[config.mk]
export PLATFORM = sky130hd
export DESIGN_NAME = spi_slave
export DESIGN_NICKNAME = d
export VERILOG_FILES = /design/src/rtl/spi_pkg.sv /design/src/rtl/spi_shift_rx.sv /design/src/rtl/spi_slave.sv
export SDC_FILE = /design/constraint.sdc
export NUM_CORES = 1
export LEC_CHECK = 0
export CORE_MARGIN = 2
export CORE_UTILIZATION = 50
export CTS_CLUSTER_DIAMETER = 120
export DETAILED_ROUTE_END_ITERATION = 10
export GPL_TIMING_DRIVEN = 0
export PLACE_DENSITY_LB_ADDON = 0.15
export SYNTH_ARGS = -nofsm -noshare
export SYNTH_HDL_FRONTEND = slang
export SYNTH_SLANG_ARGS = --single-unit
[constraint.sdc]
create_clock -name clk -period 3.05 [get_ports clk]
set_clock_uncertainty 0.15 [all_clocks]
set_input_delay 0.7625 -clock clk [delete_from_list [all_inputs] [get_ports clk]]
set_output_delay 0.7625 -clock clk [all_outputs]
set_load 0.05 [all_outputs]
[src/rtl/spi_pkg.sv]
// spi_pkg: shared state/command types and width defaults for the SPI slave.
package spi_pkg;

    localparam int unsigned FRAME_W_DEF = 10;
    localparam int unsigned TX_W_DEF    = 8;

    typedef enum logic [2:0] {
        IDLE,
        CHK_CMD,
        WRITE,
        READ_ADD,
        READ_DATA
    } spi_state_e;

    typedef enum logic [1:0] {
        WR_ADDR = 2'b00,
        WR_DATA = 2'b01,
        RD_ADDR = 2'b10,
        RD_DATA = 2'b11
    } spi_cmd_e;

    function automatic logic is_rx_state(input spi_state_e s);
        return (s == WRITE) || (s == READ_ADD) || (s == READ_DATA);
    endfunction

endpackage

[src/rtl/spi_shift_rx.sv]
// spi_shift_rx: MOSI serial-to-parallel register with bit counter.
// Captures FRAME_W bits MSB first, then presents the frame on rx_data with
// a one-cycle rx_valid strobe. rx_data holds until the next completed frame.
module spi_shift_rx
    import spi_pkg::*;
#(
    parameter int unsigned FRAME_W = FRAME_W_DEF
) (
    input  logic               clk,
    input  logic               rst_n,
    input  logic               clr,
    input  logic               shift_en,
    input  logic               bit_in,
    output logic               last_bit,
    output logic               frame_done,
    output logic [FRAME_W-1:0] rx_data,
    output logic               rx_valid
);

    localparam int unsigned CNT_W = $clog2(FRAME_W + 1);

    logic [CNT_W-1:0]   bit_cnt;
    logic [FRAME_W-2:0] shreg;

    assign last_bit   = (bit_cnt == CNT_W'(FRAME_W - 1));
    assign frame_done = (bit_cnt == CNT_W'(FRAME_W));

    // Shift in one bit per enabled cycle; publish the frame on its last bit.
    always_ff @(posedge clk or negedge rst_n) begin
        if (!rst_n) begin
            bit_cnt  <= '0;
            shreg    <= '0;
            rx_data  <= '0;
            rx_valid <= 1'b0;
        end else begin
            rx_valid <= 1'b0;
            if (clr) begin
                bit_cnt <= '0;
            end else if (shift_en && !frame_done) begin
                shreg   <= {shreg[FRAME_W-3:0], bit_in};
                bit_cnt <= bit_cnt + CNT_W'(1);
                if (last_bit) begin
                    rx_data  <= {shreg, bit_in};
                    rx_valid <= 1'b1;
                end
            end
        end
    end

endmodule

[src/rtl/spi_slave.sv]
// spi_slave: clk-sampled SPI slave front end for a single-port RAM.
// Decodes {cmd, payload} frames from MOSI and, for a read-data frame,
// serializes the RAM reply onto MISO.
// Optional feature: define SPI_FRAME_ERR_EN to add the frame_err output.
module spi_slave
    import spi_pkg::*;
#(
    parameter int unsigned FRAME_W = FRAME_W_DEF,
    parameter int unsigned TX_W    = TX_W_DEF
) (
    input  logic               clk,
    input  logic               rst_n,
    input  logic               SS_n,
    input  logic               MOSI,
    output logic               MISO,
    output logic [FRAME_W-1:0] rx_data,
    output logic               rx_valid,
`ifdef SPI_FRAME_ERR_EN
    output logic               frame_err,
`endif
    input  logic [TX_W-1:0]    tx_data,
    input  logic               tx_valid
);

    localparam int unsigned TXC_W = $clog2(TX_W + 1);

    spi_state_e       state;
    spi_state_e       state_nx;
    logic             rd_addr_flag;
    logic             shift_en;
    logic             last_bit;
    logic             frame_done;
    logic             tx_busy;
    logic             tx_done;
    logic [TXC_W-1:0] tx_cnt;
    logic [TX_W-1:0]  tx_latch;
    logic             tx_load;
    logic             tx_step;
    logic             reply_done;
    logic             set_flag;

    spi_shift_rx #(
        .FRAME_W (FRAME_W)
    ) u_shift_rx (
        .clk        (clk),
        .rst_n      (rst_n),
        .clr        (state == IDLE),
        .shift_en   (shift_en),
        .bit_in     (MOSI),
        .last_bit   (last_bit),
        .frame_done (frame_done),
        .rx_data    (rx_data),
        .rx_valid   (rx_valid)
    );

    // State register.
    always_ff @(posedge clk or negedge rst_n) begin
        if (!rst_n) begin
            state <= IDLE;
        end else begin
            state <= state_nx;
        end
    end

    // Next-state and per-cycle control decode.
    always_comb begin
        state_nx   = state;
        shift_en   = 1'b0;
        tx_load    = 1'b0;
        tx_step    = 1'b0;
        reply_done = 1'b0;
        set_flag   = 1'b0;
        case (state)
            IDLE: begin
                if (!SS_n) begin
                    state_nx = CHK_CMD;
                end
            end
            CHK_CMD: begin
                if (SS_n) begin
                    state_nx = IDLE;
                end else begin
                    shift_en = 1'b1;
                    if (!MOSI) begin
                        state_nx = WRITE;
                    end else if (rd_addr_flag) begin
                        state_nx = READ_DATA;
                    end else begin
                        state_nx = READ_ADD;
                    end
                end
            end
            WRITE, READ_ADD, READ_DATA: begin
                if (!frame_done) begin
                    // bit 0 is still taken when SS_n rises on its own cycle
                    shift_en = !SS_n || last_bit;
                    set_flag = last_bit && (state == READ_ADD);
                end else if (state == READ_DATA && !tx_done) begin
                    if (!tx_busy) begin
                        tx_load = tx_valid;
                    end else if (tx_cnt != '0) begin
                        tx_step = 1'b1;
                    end else begin
                        reply_done = 1'b1;
                    end
                end
                if (SS_n) begin
                    state_nx = IDLE;
                end
            end
            default: state_nx = IDLE;
        endcase
    end

    // Read-address flag and MISO reply serializer.
    always_ff @(posedge clk or negedge rst_n) begin
        if (!rst_n) begin
            rd_addr_flag <= 1'b0;
            MISO         <= 1'b0;
            tx_busy      <= 1'b0;
            tx_done      <= 1'b0;
            tx_cnt       <= '0;
            tx_latch     <= '0;
        end else begin
            if (set_flag) begin
                rd_addr_flag <= 1'b1;
            end else if (reply_done) begin
                rd_addr_flag <= 1'b0;
            end

            if (state_nx == IDLE) begin
                MISO    <= 1'b0;
                tx_busy <= 1'b0;
                tx_done <= 1'b0;
                tx_cnt  <= '0;
            end else if (tx_load) begin
                // MSB goes out straight away; the rest queue up in the latch
                MISO     <= tx_data[TX_W-1];
                tx_latch <= {tx_data[TX_W-2:0], 1'b0};
                tx_cnt   <= TXC_W'(TX_W - 1);
                tx_busy  <= 1'b1;
            end else if (tx_step) begin
                MISO     <= tx_latch[TX_W-1];
                tx_latch <= {tx_latch[TX_W-2:0], 1'b0};
                tx_cnt   <= tx_cnt - TXC_W'(1);
            end else if (reply_done) begin
                MISO    <= 1'b0;
                tx_busy <= 1'b0;
                tx_done <= 1'b1;
            end
        end
    end

`ifdef SPI_FRAME_ERR_EN
    logic mid_xfer;

    assign mid_xfer = (state == CHK_CMD)
                   || (is_rx_state(state) && !frame_done && !last_bit)
                   || ((state == READ_DATA) && frame_done && !tx_done && !reply_done);

    // Pulse when SS_n releases before the frame or its reply has finished.
    always_ff @(posedge clk or negedge rst_n) begin
        if (!rst_n) begin
            frame_err <= 1'b0;
        end else begin
            frame_err <= SS_n && mid_xfer;
        end
    end
`endif

endmodule

# Word level (Yosys, flattened, before mapping)
# Cells that the tools add are included.
# totals
reg_bits,43
input_bits,13
wordCells,94
# op_classes
n_eq_ne,9
bitwise,2
reduce_logical,23
n_addsub,2
mux,47
# op_table
cell,count
$mux 1,33
$mux 4,5
$mux 8,2
$mux 3,5
$pmux 3 s3,1
$eq 4x4->1 const B,2
$reduce_bool 2->1,4
$reduce_bool 4->1,2
$eq 3x2->1 const B,2
$logic_not 3->1,2
$reduce_and 2->1,3
$reduce_and 3->1,2
$reduce_bool 3->1,2
$add 4x1->4 const B,1
$ne 2x1->1 const B,2
$sub 4x1->4 const B,1
$eq 3x1->1 const B,1
$eq 3x3->1 const B,1
$logic_and 1x1->1,3
$logic_not 1->1,3
$ne 3x2->1 const B,1
$reduce_or 3->1,1
$not 1->1,2
$pmux 1 s2,1
$logic_or 1x1->1,1

# Longest topological paths before layout
# depth
ltp_word,10
mapped_depth,7

# Cells and area by module
# From an unflattened synthesis, not the netlist that was laid out.
# hier_totals
hier_cells,161
hier_area_um2,2093.3
# modules_own_cells
mod,n_inst,area_each_um2,cells_each
spi_slave,1,1066.0,92
spi_shift_rx,1,1027.2,69

# Worst setup path before layout
# No wires, ideal clock.
# synth_timing
path_kind,input port to flip-flop
startpoint,in SS_n
endpoint,reg u_shift_rx.shreg[1]
path_slack_ns,0.994
path_stages,6
t_arrival_ns,1.782
n_path_buf,2
setup_ns,0.125
cell_sequence,buf_2 -> nor2b_1 -> o21ai_0 -> nand3_1 -> buf_6 -> mux2_2
# synth_via
elab_chain_cells,6
elab_cells_between_ends,7
classes_between,mux: 3; reduce/logical: 4
# synth_rtl
element,line_no,text
from (decl),spi_slave.sv:13,"input logic SS_n,"
$logic_not 1->1,spi_slave.sv:96,shift_en = !SS_n || last_bit;
$logic_or 1x1->1,spi_slave.sv:96,
$mux 1,spi_slave.sv:94,if (!frame_done) begin
$pmux 1 s2 (*),spi_slave.sv:73,case (state)
$logic_and 1x1->1 (*),spi_shift_rx.sv:39,end else if (shift_en && !frame_done) begin
$reduce_and 2->1 (no source line) (*),-,
to (signal assigned),spi_shift_rx.sv:40,"shreg <= {shreg[FRAME_W-3:0], bit_in};"
to (decl),spi_shift_rx.sv:23,logic [FRAME_W-2:0] shreg;
# Mark *: on every way between the ends. The rest lies on a longest branch, timed or not.
# A chain may end at the register's enable or synchronous reset.

# Worst setup path after layout
# layout_timing
startpoint,reg u_shift_rx.rx_data[3]
endpoint,out rx_data[3]
# layout_rtl
element,line_no,text
from (decl),spi_shift_rx.sv:16,"output logic [FRAME_W-1:0] rx_data,"
from (signal assigned),spi_shift_rx.sv:43,"rx_data <= {shreg, bit_in};"
to (decl),spi_slave.sv:16,"output logic [FRAME_W-1:0] rx_data,"
# No word-level cell between the ends.

==> results.cfg <==
[clocking]
cts.sinks = 42
cts.path.max_buffers = 2
htreeDepth = 2
cts_tree = built
clk-insertion-delay-late_ns = 0.30
clk_pin_slew_worst_paths_ns = 0.09
hold_buffers = 0
cts_resized = 0
numCtsBuffers = 5
post-cts-setup-buffers = 0
cts-root-buf = clkbuf_8

[setup_path]
crit_path_start_kind = flip-flop
critical_path_peak_fanout = 2
path_delay_family = buffers and inverters
r2r_end = MISO$_DFFE_PN0P_
cp_data_required_time_ns = 2.14
r2r_slack_ns = 1.00
cpPeakStageDelay_ns = 0.80
path_cells = clkdlybuf4s50_1
slowest_stage = clkdlybuf4s50_1
path_buf_inv = 1
worstSetupEndpointType = primary output
arrival_ns = 1.46
crit_type = flip-flop to primary output
reg2reg_from = u_shift_rx.bit_cnt[0]$_DFFE_PN0P_
rr_worst_depth = 5

[detailed_routing]
num_vias = 1645
drt-pass1-iter-count = 4
drc = 0
viasPerCell = 5.65
drt_iter0_drc = 103
post_drt_wl_per_cell_um = 14.4
antenna_left = 0
drt_wl_total_mm = 4.20

[place]
hpwl_mm = 2.95
gp_congestion = 0.795
io_buffers = 22

[floorplanning]
core.rowCount = 24
dieWidth_um = 70.9
die_area_sq_um = 5030
coreArea_sq_um = 4320
dieHeight_um = 70.9
start_util_pct = 51.8
num_io_pins = 25

[finish]
area_growth_syn_to_layout_pct = 17.6
finalNetCount = 255
final_common_cell = dfrtp_1
antenna_cells = 0
fillers = 390
layout_common_cells = dfrtp_1 (42), clkdlybuf4s50_1 (21), nor2_1 (20)
final_core_util_pct = 60.9
layout-drive-gt1-share_pct = 21.8

[grt]
grt_max_degree = 31
grt_usage_pct = 18.6
antenna_found_initial = 0
grt-ovfl-total = 0
grt_pass1_wl_mm = 7.56
grt_pass1_vias = 1631

[pwr]
vdd_drop_max_mv = 0.362
total_power_mw = 1.23
power.leakage_nw = 1.17
power_density_nw_per_um2 = 468

[sta]
slew_viol_final = 0
finalCriticalPeriod_ns = 2.37
setup_viol = 0
finalHoldViolCount = 0
fin_crit_sh_pct = 77.7
rsz0062_at_grt = no
max_freq_ghz = 0.422
slew-limit-headroom_pct = 62.6
worst_pin_slew_ns = 0.557

[synth]
synth.distinct_cells = 50
avgSynthCellArea_sq_um = 10.8
synthCells = 208
syn_nets = 225
synth_ff_type = dfrtp_1
async_reset_ff_share_pct = 100
ys_warn_count = 0
synth.cell_area_sq_um = 2240
synth-edff-count = 0
ys_ff_latch = 42
yosysSeqAreaShare_pct = 46.9

[outcome]
status = complete, no violations

[flow_run]
max-cap-violations = 0

[hold_path]
hp-class = input port to async pin
==> state kept, by name, summed over array words and instances (netlist names) <==
register and count:
MISO 1, rd_addr_flag 1, state 3, tx_busy 1, tx_cnt 4, tx_done 1, tx_latch 7, u_shift_rx.bit_cnt 4
u_shift_rx.rx_data 10, u_shift_rx.rx_valid 1, u_shift_rx.shreg 9
==> synthesized netlist by cell type (2+ instances only) <==
master | number | area share [%]
a211oi_1 | 2 | 0.67
nand2_1 | 12 | 2.0
a31oi_1 | 2 | 0.56
nor2_1 | 20 | 3.4
dfrtp_1 | 42 | 47
nor2b_1 | 8 | 2.2
o21ai_0 | 6 | 1.3
mux2i_1 | 4 | 1.8
mux2_2 | 19 | 9.6
a21oi_1 | 7 | 1.6
a211oi_2 | 4 | 2.2
clkbuf_1 | 3 | 0.50
nand4_1 | 2 | 0.56
and4b_1 | 2 | 0.89
inv_1 | 14 | 2.3
a41oi_1 | 6 | 2.3
buf_6 | 4 | 2.0
nand3b_1 | 2 | 0.67
nand3_1 | 3 | 0.67
nor3_1 | 3 | 0.67
ha_1 | 4 | 2.2
buf_2 | 6 | 1.3
o22ai_1 | 6 | 1.7
==> worst max-delay path by stage <==
| stage | from | to | slack [ns] | cells after the start |
|---|---|---|---|---|
| after floorplan | SS_n | u_shift_rx.shreg[1]$_DFFE_PN0P_ | 0.99 | 6 |
| after global placement | rst_n | state[0]$_DFF_PN0_ | -0.03 | 1 |
| after detailed placement | tx_valid | MISO$_DFFE_PN0P_ | 0.77 | 4 |
| after CTS | u_shift_rx.rx_data[3]$_DFFE_PN0P_ | rx_data[3] | 0.66 | 1 |
| after global routing | u_shift_rx.rx_data[6]$_DFFE_PN0P_ | rx_data[6] | 0.62 | 1 |
| final | u_shift_rx.rx_data[3]$_DFFE_PN0P_ | rx_data[3] | 0.68 | 1 |
==> layer usage <==
metal  share of wire [%]  vias to the layer above  GRT usage (%)
met5                   0                        -              0
met4                 1.3                        0           5.45
met3                 4.5                        6           4.56
met2                  45                       33           29.1
met1                  49                      803           26.0
li1                    -                      803              -
==> stage by stage <==
step	setup slack, ns	TNS, ns	area (sq um)	hold WS (ns)	instances
2_1_floorplan	0.994	0	2240	0.309	208
3_3_place_gp	-0.0330	-1.28	2520	0.325	282
3_5_place_dp	0.765	0	2540	0.333	283
4_1_cts	0.659	0	2630	0.197	291
5_1_grt	0.623	0	2630	0.210	291
6_report	0.681	0	2630	0.195	291
==> power breakdown <==
group	total [mW]	internal [mW]	switching, mW
registers	0.674	0.625	0.0497
logic	0.190	0.103	0.0869
clock network	0.368	0.165	0.203
==> final cells by class <==
class,count,area [sq um],share of cell area [%]
Sequential cell,42,1050,39.9
Inverter,14,52.6,2.00
Timing Repair Buffer,23,235,8.93
Clock buffer,5,68.8,2.61
Buffer,14,91.3,3.47
Tap cell,52,65.1,2.47
Clock inverter,3,25.0,0.950
Multi-Input combinational cell,138,1040,39.7
==> logic make-up (layout without fill, tap and decap cells) <==
group / after synthesis / count (layout) / share of synthesized area, %
xor+xnor: 1 / 1 / 0.391
mux: 25 / 25 / 12.5
compound gates: 43 / 43 / 14.5
fa+ha+maj: 4 / 4 / 2.23
simple gates: 65 / 65 / 17.0
buf+inv: 28 / 59 / 6.42
flops: 42 / 42 / 46.9
(Power assumes the default switching activity.)
